`config.mk`:
```
export PLATFORM = sky130hd
export DESIGN_NAME = pif_cmd_regs
export DESIGN_NICKNAME = d
export VERILOG_FILES = /design/src/rtl/pif_cmd_regs_pkg.sv /design/src/rtl/pif_cmd_rdmux.sv /design/src/rtl/pif_cmd_regs.sv
export SDC_FILE = /design/constraint.sdc
export NUM_CORES = 1
export LEC_CHECK = 0
export ABC_AREA = 1
export BUFFER_PORTS_ARGS = -buffer_cell sky130_fd_sc_hd__buf_4
export CAP_MARGIN = 20
export CORE_ASPECT_RATIO = 0.7
export CORE_UTILIZATION = 55
export CTS_BUF_LIST = sky130_fd_sc_hd__clkbuf_2
export CTS_CLUSTER_DIAMETER = 40
export DETAILED_ROUTE_END_ITERATION = 16
export PLACE_DENSITY_LB_ADDON = 0.15
export SYNTH_ARGS = -nofsm -noshare
export SYNTH_HDL_FRONTEND = slang
export SYNTH_HIERARCHICAL = 1
export SYNTH_SLANG_ARGS = --single-unit
```
`constraint.sdc`:
```
create_clock -name CLK -period 1.75 [get_ports CLK]
set_clock_uncertainty 0.15 [all_clocks]
set_input_delay 0.35 -clock CLK [delete_from_list [all_inputs] [get_ports CLK]]
set_output_delay 0.35 -clock CLK [all_outputs]
set_load 0.05 [all_outputs]
```
`src/rtl/pif_cmd_regs_pkg.sv`:
```
// ---------------------------------------------------------------------------
// pif_cmd_regs_pkg
// Shared definitions for the PIF command decoder / register bank.
//   - command prefix codes carried in rx_data[7:6]
//   - payload width of one command byte
//   - FSM state encodings used by pif_cmd_regs
//   - small integer helper for derived sizes
// ---------------------------------------------------------------------------
package pif_cmd_regs_pkg;

    localparam int I2C_DATA_BITS = 6;

    localparam logic [1:0] A_ADDR = 2'b00;   // set register pointer
    localparam logic [1:0] D_ADDR = 2'b01;   // data byte, commits the register
    localparam logic [1:0] X_ADDR = 2'b10;   // data extension, shifts into staging
    localparam logic [1:0] R_ADDR = 2'b11;   // reserved

    localparam logic [1:0] S_IDLE   = 2'd0;
    localparam logic [1:0] S_ACTIVE = 2'd1;
    localparam logic [1:0] S_TXPEND = 2'd2;

    function automatic int ceil_div(input int a, input int b);
        return (a + b - 1) / b;
    endfunction

endpackage

```
`src/rtl/pif_cmd_rdmux.sv`:
```
// ---------------------------------------------------------------------------
// pif_cmd_rdmux
// Combinational readback byte selection. Picks status (pointer 0) or the
// addressed register, then the byte selected by byte_idx (LSB byte first,
// upper unused bits zero). An out-of-range pointer returns 8'hFF.
//
// Ports:
//   status    in  REG_WIDTH                 value returned for address 0
//   regs_flat in  (NUM_REGS-1)*REG_WIDTH    registers 1..NUM_REGS-1
//   ptr       in  DATA_BITS                 register pointer
//   byte_idx  in  BI_W                      byte index within the register
//   rd_byte   out 8                         selected read byte
// ---------------------------------------------------------------------------
module pif_cmd_rdmux #(
    parameter int NUM_REGS  = 4,
    parameter int REG_WIDTH = 6,
    parameter int DATA_BITS = 6,
    parameter int NB        = 1,
    parameter int BI_W      = 1
) (
    input  logic [REG_WIDTH-1:0]              status,
    input  logic [(NUM_REGS-1)*REG_WIDTH-1:0] regs_flat,
    input  logic [DATA_BITS-1:0]              ptr,
    input  logic [BI_W-1:0]                   byte_idx,
    output logic [7:0]                        rd_byte
);

    logic [REG_WIDTH-1:0] src;
    logic [NB*8-1:0]      padded;

    always_comb begin
        src = status;
        for (int i = 1; i < NUM_REGS; i++) begin
            if (32'(ptr) == i) src = regs_flat[(i-1)*REG_WIDTH +: REG_WIDTH];
        end
        padded = '0;
        padded[REG_WIDTH-1:0] = src;
        rd_byte = 8'h00;
        for (int b = 0; b < NB; b++) begin
            if (32'(byte_idx) == b) rd_byte = padded[b*8 +: 8];
        end
        if (32'(ptr) >= NUM_REGS) rd_byte = 8'hFF;
    end

endmodule

```
`src/rtl/pif_cmd_regs.sv`:
```
// ---------------------------------------------------------------------------
// pif_cmd_regs
// Command decoder and register bank behind the PIF I2C slave byte interface.
// Command byte = {prefix[1:0], payload[DATA_BITS-1:0]}:
//   A_ADDR sets the pointer, X_ADDR shifts payload into staging,
//   D_ADDR commits {staging, payload} to reg[pointer], R_ADDR is reserved.
// Register 0 is read-only and reads back the status input.
//
// Optional build macro: PIF_CMDREG_AUTOINC_EN
//   defined   - pointer increments after each successful commit and after the
//               last byte of each register read (wraps mod 2**DATA_BITS)
//   undefined - pointer changes only on A_ADDR
//
// Ports:
//   CLK        in   1                    system clock
//   GSRn       in   1                    async active-low reset
//   bus_start  in   1                    START / repeated START pulse
//   bus_stop   in   1                    STOP pulse
//   rx_valid   in   1                    rx_data holds a received byte
//   rx_data    in   8                    command byte
//   tx_req     in   1                    next read byte requested
//   tx_valid   out  1                    tx_data valid strobe
//   tx_data    out  8                    read byte
//   status     in   REG_WIDTH            readback for address 0
//   reg_q      out  NUM_REGS*REG_WIDTH   flattened registers, slice 0 = 0
//   reg_wr     out  NUM_REGS             per-register commit pulse
//   err        out  1                    sticky error, cleared by GSRn only
//
// state    | meaning
// ---------+------------------------------------------------------------
// S_IDLE   | no transaction; rx ignored, tx_req answered with 8'hFF + err
// S_ACTIVE | addressed; rx decoded, tx_req served next cycle
// S_TXPEND | tx_req collided with rx; read byte is served this cycle
// ---------------------------------------------------------------------------
module pif_cmd_regs
    import pif_cmd_regs_pkg::*;
#(
    parameter int                   NUM_REGS  = 4,
    parameter int                   REG_WIDTH = 6,
    parameter int                   DATA_BITS = I2C_DATA_BITS,
    parameter logic [REG_WIDTH-1:0] RST_VAL   = '0
) (
    input  logic                          CLK,
    input  logic                          GSRn,
    input  logic                          bus_start,
    input  logic                          bus_stop,
    input  logic                          rx_valid,
    input  logic [7:0]                    rx_data,
    input  logic                          tx_req,
    output logic                          tx_valid,
    output logic [7:0]                    tx_data,
    input  logic [REG_WIDTH-1:0]          status,
    output logic [NUM_REGS*REG_WIDTH-1:0] reg_q,
    output logic [NUM_REGS-1:0]           reg_wr,
    output logic                          err
);

    localparam int NX    = ceil_div(REG_WIDTH, DATA_BITS) - 1;
    localparam int NB    = ceil_div(REG_WIDTH, 8);
    // With no extension bytes the staging register is a single bit held at 0.
    localparam int STG_W = (NX > 0) ? NX * DATA_BITS : 1;
    localparam int BI_W  = (NB > 1) ? $clog2(NB) : 1;
    localparam int CAT_W = STG_W + DATA_BITS;

    logic [1:0]                    state, state_n;
    logic [DATA_BITS-1:0]          ptr, ptr_n;
    logic [STG_W-1:0]              stg, stg_n;
    logic [BI_W-1:0]               bidx, bidx_n;
    logic                          err_n;
    logic                          tx_valid_n;
    logic [7:0]                    tx_data_n;
    logic [NUM_REGS-1:0]           reg_wr_n;
    logic [NUM_REGS*REG_WIDTH-1:0] q_r;
    logic                          wr_en;

    logic [1:0]           prefix;
    logic [DATA_BITS-1:0] payload;
    logic [CAT_W-1:0]     cat;
    logic [REG_WIDTH-1:0] value;
    logic                 unused_cat;
    logic                 ptr_zero;
    logic                 ptr_oob;
    logic                 serve;
    logic [7:0]           rd_byte;

    assign prefix     = rx_data[7:6];
    assign payload    = rx_data[DATA_BITS-1:0];
    assign cat        = {stg, payload};
    assign value      = cat[REG_WIDTH-1:0];
    assign unused_cat = ^cat;
    assign ptr_zero   = (ptr == '0);
    assign ptr_oob    = (32'(ptr) >= NUM_REGS);
    assign reg_q      = q_r;

    pif_cmd_rdmux #(
        .NUM_REGS  (NUM_REGS),
        .REG_WIDTH (REG_WIDTH),
        .DATA_BITS (DATA_BITS),
        .NB        (NB),
        .BI_W      (BI_W)
    ) u_rdmux (
        .status    (status),
        .regs_flat (q_r[NUM_REGS*REG_WIDTH-1:REG_WIDTH]),
        .ptr       (ptr),
        .byte_idx  (bidx),
        .rd_byte   (rd_byte)
    );

    always_comb begin
        state_n    = state;
        ptr_n      = ptr;
        stg_n      = stg;
        bidx_n     = bidx;
        err_n      = err;
        tx_valid_n = 1'b0;
        tx_data_n  = tx_data;
        wr_en      = 1'b0;
        serve      = 1'b0;

        if (bus_stop) begin
            state_n = S_IDLE;
            stg_n   = '0;
            bidx_n  = '0;
        end else if (bus_start) begin
            state_n = S_ACTIVE;
            stg_n   = '0;
            bidx_n  = '0;
        end else begin
            if (rx_valid && (state != S_IDLE)) begin
                case (prefix)
                    A_ADDR: begin
                        ptr_n  = payload;
                        stg_n  = '0;
                        bidx_n = '0;
                    end
                    X_ADDR: begin
                        if (NX > 0) stg_n = cat[STG_W-1:0];
                        else        err_n = 1'b1;
                    end
                    D_ADDR: begin
                        stg_n = '0;
                        if (ptr_zero || ptr_oob) begin
                            err_n = 1'b1;
                        end else begin
                            wr_en = 1'b1;
`ifdef PIF_CMDREG_AUTOINC_EN
                            ptr_n = ptr + 1'b1;
`endif
                        end
                    end
                    R_ADDR:  err_n = 1'b1;
                    default: err_n = 1'b1;
                endcase
            end

            // A read colliding with a received byte is deferred one cycle so
            // it observes the result of that byte.
            if (state == S_TXPEND) begin
                serve   = 1'b1;
                state_n = S_ACTIVE;
            end else if ((state == S_ACTIVE) && tx_req) begin
                if (rx_valid) state_n = S_TXPEND;
                else          serve   = 1'b1;
            end else if ((state == S_IDLE) && tx_req) begin
                tx_valid_n = 1'b1;
                tx_data_n  = 8'hFF;
                err_n      = 1'b1;
            end

            if (serve) begin
                tx_valid_n = 1'b1;
                tx_data_n  = rd_byte;
                if (ptr_oob) err_n = 1'b1;
                if (bidx == BI_W'(NB - 1)) begin
                    bidx_n = '0;
`ifdef PIF_CMDREG_AUTOINC_EN
                    ptr_n  = ptr + 1'b1;
`endif
                end else begin
                    bidx_n = bidx + 1'b1;
                end
            end
        end
    end

    always_comb begin
        reg_wr_n = '0;
        for (int i = 1; i < NUM_REGS; i++) begin
            if (wr_en && (32'(ptr) == i)) reg_wr_n[i] = 1'b1;
        end
    end

    always_ff @(posedge CLK or negedge GSRn) begin
        if (!GSRn) begin
            state    <= S_IDLE;
            ptr      <= '0;
            stg      <= '0;
            bidx     <= '0;
            err      <= 1'b0;
            tx_valid <= 1'b0;
            tx_data  <= 8'h00;
            reg_wr   <= '0;
            for (int i = 0; i < NUM_REGS; i++) begin
                q_r[i*REG_WIDTH +: REG_WIDTH] <= (i == 0) ? '0 : RST_VAL;
            end
        end else begin
            state    <= state_n;
            ptr      <= ptr_n;
            stg      <= stg_n;
            bidx     <= bidx_n;
            err      <= err_n;
            tx_valid <= tx_valid_n;
            tx_data  <= tx_data_n;
            reg_wr   <= reg_wr_n;
            for (int i = 1; i < NUM_REGS; i++) begin
                if (reg_wr_n[i]) q_r[i*REG_WIDTH +: REG_WIDTH] <= value;
            end
        end
    end

endmodule
```
Word-level counts from Yosys, hierarchy flattened
Index checks and enable logic that the tools add are counted.

cells by class
  mux-type cells = 47
  eq/ne operators = 10
  magnitude comparators = 1
  $add $sub $neg = 1
  bitwise logic cells = 2
  reduce and logical (&&, ||, !) cells = 22

operators with widths
  operator                                              number
  two-way mux 8 bit                                     5
  two-way mux 1 bit                                     32
  two-way mux 6 bit                                     4
  nonzero test 4 bit                                    4
  equality test 6 x 2 -> 1 bit (second input constant)  2
  two-way mux 2 bit                                     5
  equality test 2 bit (second input constant)           3
  equality test 6 x 1 -> 1 bit (second input constant)  1
  >= comparator 6 x 3 -> 1 bit (second input constant)  1
  logical AND 1 bit                                     6
  zero test 6 bit                                       1
  AND reduction 2 bit                                   3
  AND reduction 5 bit                                   1
  equality test 2 x 1 -> 1 bit (second input constant)  2
  zero test 2 bit                                       2
  != test 2 x 1 -> 1 bit (second input constant)        2
  AND reduction 4 bit                                   1
  nonzero test 2 bit                                    2
  inverter 1 bit                                        2
  case mux 1 bit (2 select lines)                       1
  OR reduction 2 bit                                    1
  adder 1 bit (second input constant)                   1
  logical OR 1 bit                                      1

word-level totals
  input port bits = 20
  flip-flop bits (word level) = 40
  output and inout port bits = 38

Logic depth before layout (Yosys ltp)
  depth in word-level cells = 10
  mapped depth = 12
  depth with buffers taken out = 12

Modules after synthesis
Netlist, hierarchy kept.

by module, submodules not included
  module         instances  seq. area each (um^2)  area each (um^2)  cells each
  pif_cmd_regs   1          975.9                  1869.3            221
  pif_cmd_rdmux  1          0.0                    362.8             78

Worst setup path after synthesis
Ideal clock, no wire load.

  path type = register to register
  start = register ptr[3]
  end = register tx_data[0]
  cell stages (with the launch flop) = 12
  slack = 0.155 ns
  buffers on the path = 0
  data arrival time = 1.379 ns
  data required time = 1.534 ns
  setup time = 0.066 ns
  cell sequence = dfrtp_1 -> nor2_4 -> nand2_1 -> nor2_2 -> o21ai_0 -> nand2_1 -> nand2_1 -> nand2_1 -> inv_1 -> nand2_1 -> nand3_1 -> nand2_1

between the ends
  word-level cells in the longest chain between the ends = 7
  elaborated cells between the ends (all ways) = 10
  classes of those cells = order compare (1); eq/ne (3); mux (6)

ends and longest elaborated chain
  what                            line                 text
  start, declared                 pif_cmd_regs.sv:66   logic [DATA_BITS-1:0] ptr, ptr_n;
  start signal, assigned          pif_cmd_regs.sv:208  ptr <= ptr_n;
  equality test 6 x 1 -> 1 bit    pif_cmd_rdmux.sv:34  if (32'(ptr) == i) src = regs_flat[(i-1)*REG_WIDTH +: REG_WIDTH];
  two-way mux 6 bit (3 in a row)  pif_cmd_rdmux.sv:34
  two-way mux 6 bit               pif_cmd_rdmux.sv:40  if (32'(byte_idx) == b) rd_byte = padded[b*8 +: 8];
  two-way mux 8 bit (*)           pif_cmd_rdmux.sv:42  if (32'(ptr) >= NUM_REGS) rd_byte = 8'hFF;
  net rd_byte[0]                  pif_cmd_regs.sv:84   logic [7:0] rd_byte;
  two-way mux 8 bit (*)           pif_cmd_regs.sv:170  if (serve) begin
  end signal, assigned            pif_cmd_regs.sv:213  tx_data <= tx_data_n;
  end, declared                   pif_cmd_regs.sv:51   output logic [7:0] tx_data,

Mark *: on every way through the listed nets, which the timed path passes. The rest lies on a longest branch.
A chain may end at the register's enable or synchronous reset.

Worst setup path after layout
  start = register ptr[3]
  end = register tx_data[1]

Same word-level chain as after synthesis.

==> reports/results.ini <==
[min_path]
hold_class=input port to flip-flop

[setup_path]
crit_path_end_kind=flip-flop
cp-start-kind=flip-flop
regToRegSetupSlack_ps=-40
arrival_ps=1930
worstPathRequired_ps=1880
crit_fanout=6
crit_type=flip-flop to flip-flop

[synth]
ys_seq_area_share_pct=43.7
synth_edf_count=0
syn_avg_cell_area_um2=7.47
synth_ff_type=dfrtp_1
synth_area_um2=2230
synthCells=299
ys_warn_count=18
ys_ff_latch=39
ys_types=23
synthArstFlopShare_pct=100

[routing]
vias=2213
drtIter0Drc=150
ant_nets=0
drc=0
drt_first_pass_iters=5
vias_per_cell=5.29
wl_per_cell_um=12.8
wl_mm=5.34

[global_route]
grt_max_degree=40
grt_pass1_wl_mm=9.00
gr-total-overflow=0
grt_usage_pct=26.7
grt_pass1_vias=2017
grt_antenna_before_repair=0

[power_and_ir_drop]
total_power_mw=2.63
p_leak_nw=1.60
vdd_drop_max_mv=0.593
p_per_area_nw_per_um2=932

[placed_design]
dp_cells=406
place_area_um2=2720
gp_congestion=0.890
detailed_place_hpwl_mm=3.99
port_buffers=50

[clocking]
clock_path_buffers=2
cts-root-buf=clkbuf_2
insertion_delay_ps=380
cts_tree=built
clk_pin_slew_worst_paths_ps=210
htree_levels=2
clock_sinks=39
cts_made_buffers=5

[status]
violations=setup timing
status=complete, but fails checks

[sta]
fmax_ghz=0.557
final-max-slew-violation-count=0
setup_viol=5
finalCritPeriodShare_pct=103
finalHoldViolCount=0
grt_setup_unrepaired=yes
period_minus_slack_ps=1790
setup_ws_ps=-44.7

[floorplan]
initial_core_util_pct=60.4
die-area_um2=4320
rows=18
ios=58
fp.coreArea_um2=3690
fp.dieH_um=55.3
die_w_um=78.1

[cells_and_area]
area_growth_pct=26.5
fin_nets=387
final_core_util_pct=76.5
design_area_um2=2820
layout.cells.non_filler=418
diodes=0
drive_gt1_share_pct=26.6

[job]
drv_cap=0

[registers in the layout (all words and copies together), names as in the netlist]
signal,flops
state,2
tx_valid,1
err,1
tx_data,8
reg_q,18
ptr,6
reg_wr,3
[path summary, 6_finish.rpt]
| path | startpoint | end | depth (start not counted) |
|---|---|---|---|
| max | ptr[3]$_DFFE_PN0P_ | tx_data[1]$_DFFE_PN0P_ | 10 |
| min reg2reg | tx_data[4]$_DFFE_PN0P_ | tx_data[4]$_DFFE_PN0P_ | 2 |
| max reg2reg | ptr[3]$_DFFE_PN0P_ | tx_data[1]$_DFFE_PN0P_ | 10 |
| max in group asynchronous | GSRn | ptr[4]$_DFFE_PN0P_ | 2 |
| min | rx_data[0] | ptr[0]$_DFFE_PN0P_ | 3 |
| min in group asynchronous | GSRn | reg_q[10]$_DFFE_PN0P_ | 2 |
[metrics by stage]
step	setup slack (ps)	setup TNS [ps]	hold slack [ps]
after floorplan	155	0	-95.6
after global placement	17.6	0	197
after detailed placement	-11.9	-14.2	196
after CTS	0.312	0	73.8
after global routing	-139	-726	52.8
final	-44.7	-148	73.8
[layout make-up]
cell class                 instances  area, um2
sequential                        39        982
multi-input combinational        217       1070
tap                               50       62.6
clock buffer                       7       35.0
clock inverter                     1       5.00
fill                             299        870
inverter                          41        154
timing repair buffer              63        519
[layer usage]
metal	routed length [um]	part of all wire, %	track usage [%]	vias up
met3	381	7.1	5.29	10
met5	0	0	0	-
met4	70	1.3	8.47	0
li1	-	-	-	1070
met2	2400	45	41.2	108
met1	2480	46	37.9	1025
[cell usage in the layout, fill, tap and decap left out, types with 2 or more instances in the layout]
cell type / netlist / layout
inv_1: 38 / 38
inv_2: 3 / 3
nand3_4: 2 / 3
nor2_4: 6 / 8
nor3_1: 2 / 2
dlygate4sd3_1: 0 / 2
nor2_2: 6 / 4
nand3_1: 17 / 17
o21ai_1: 2 / 2
conb_1: 1 / 13
buf_4: 10 / 57
nand3_2: 4 / 3
a21oi_1: 4 / 4
clkbuf_2: 0 / 7
buf_12: 0 / 3
dfrtp_1: 39 / 34
nand2_1: 104 / 104
nand4_1: 27 / 27
nand2_2: 3 / 3
o21ai_0: 9 / 9
nor2_1: 17 / 17
dfrtp_2: 0 / 5
[power by group]
group / internal (mW) / switching, mW
logic: 0.371 / 0.764
registers: 1.00 / 0.0976
clock network: 0.109 / 0.290
total: 1.48 / 1.15
[cell usage after synthesis (3+ instances only)]
| cell type | instances | area (um2) |
|---|---|---|
| o21ai_0 | 9 | 45.0 |
| nand3_2 | 4 | 40.0 |
| nor2_2 | 6 | 37.5 |
| buf_4 | 10 | 75.1 |
| dfrtp_1 | 39 | 976 |
| nand2_1 | 104 | 390 |
| nand2_2 | 3 | 18.8 |
| inv_2 | 3 | 11.3 |
| nor2_4 | 6 | 67.6 |
| nor2_1 | 17 | 63.8 |
| nand3_1 | 17 | 85.1 |
| a21oi_1 | 4 | 20.0 |
| nand4_1 | 27 | 169 |
| inv_1 | 38 | 143 |
[worst max-delay path, stage by stage (launching register included)]
cell and delay (ps):
dfrtp_2 490, nor2_4 190, nand4_1 260, nand3_1 170, nand2_1 60, nand2_1 60
nand2_1 40, inv_1 50, nand2_1 50, nand3_1 90, nand2_1 70
[cell families after synthesis]
logic type | after synthesis | synth area share [%]
simple gates | 188 | 41.1
other cells | 1 | 0.168
buf+inv | 55 | 11.3
compound gates | 16 | 3.70
flops | 39 | 43.7
[what timing repair did]
item | in CTS | in global routing
pin swaps | 3 | 9
hold buffers | 2 | 0
endpoints found under the setup margin | 6 | 14
resized for setup | 3 | 6
buffers inserted | 2 | 0
hold endpoints to repair | 40 | 0
(Power assumes the default switching activity.)
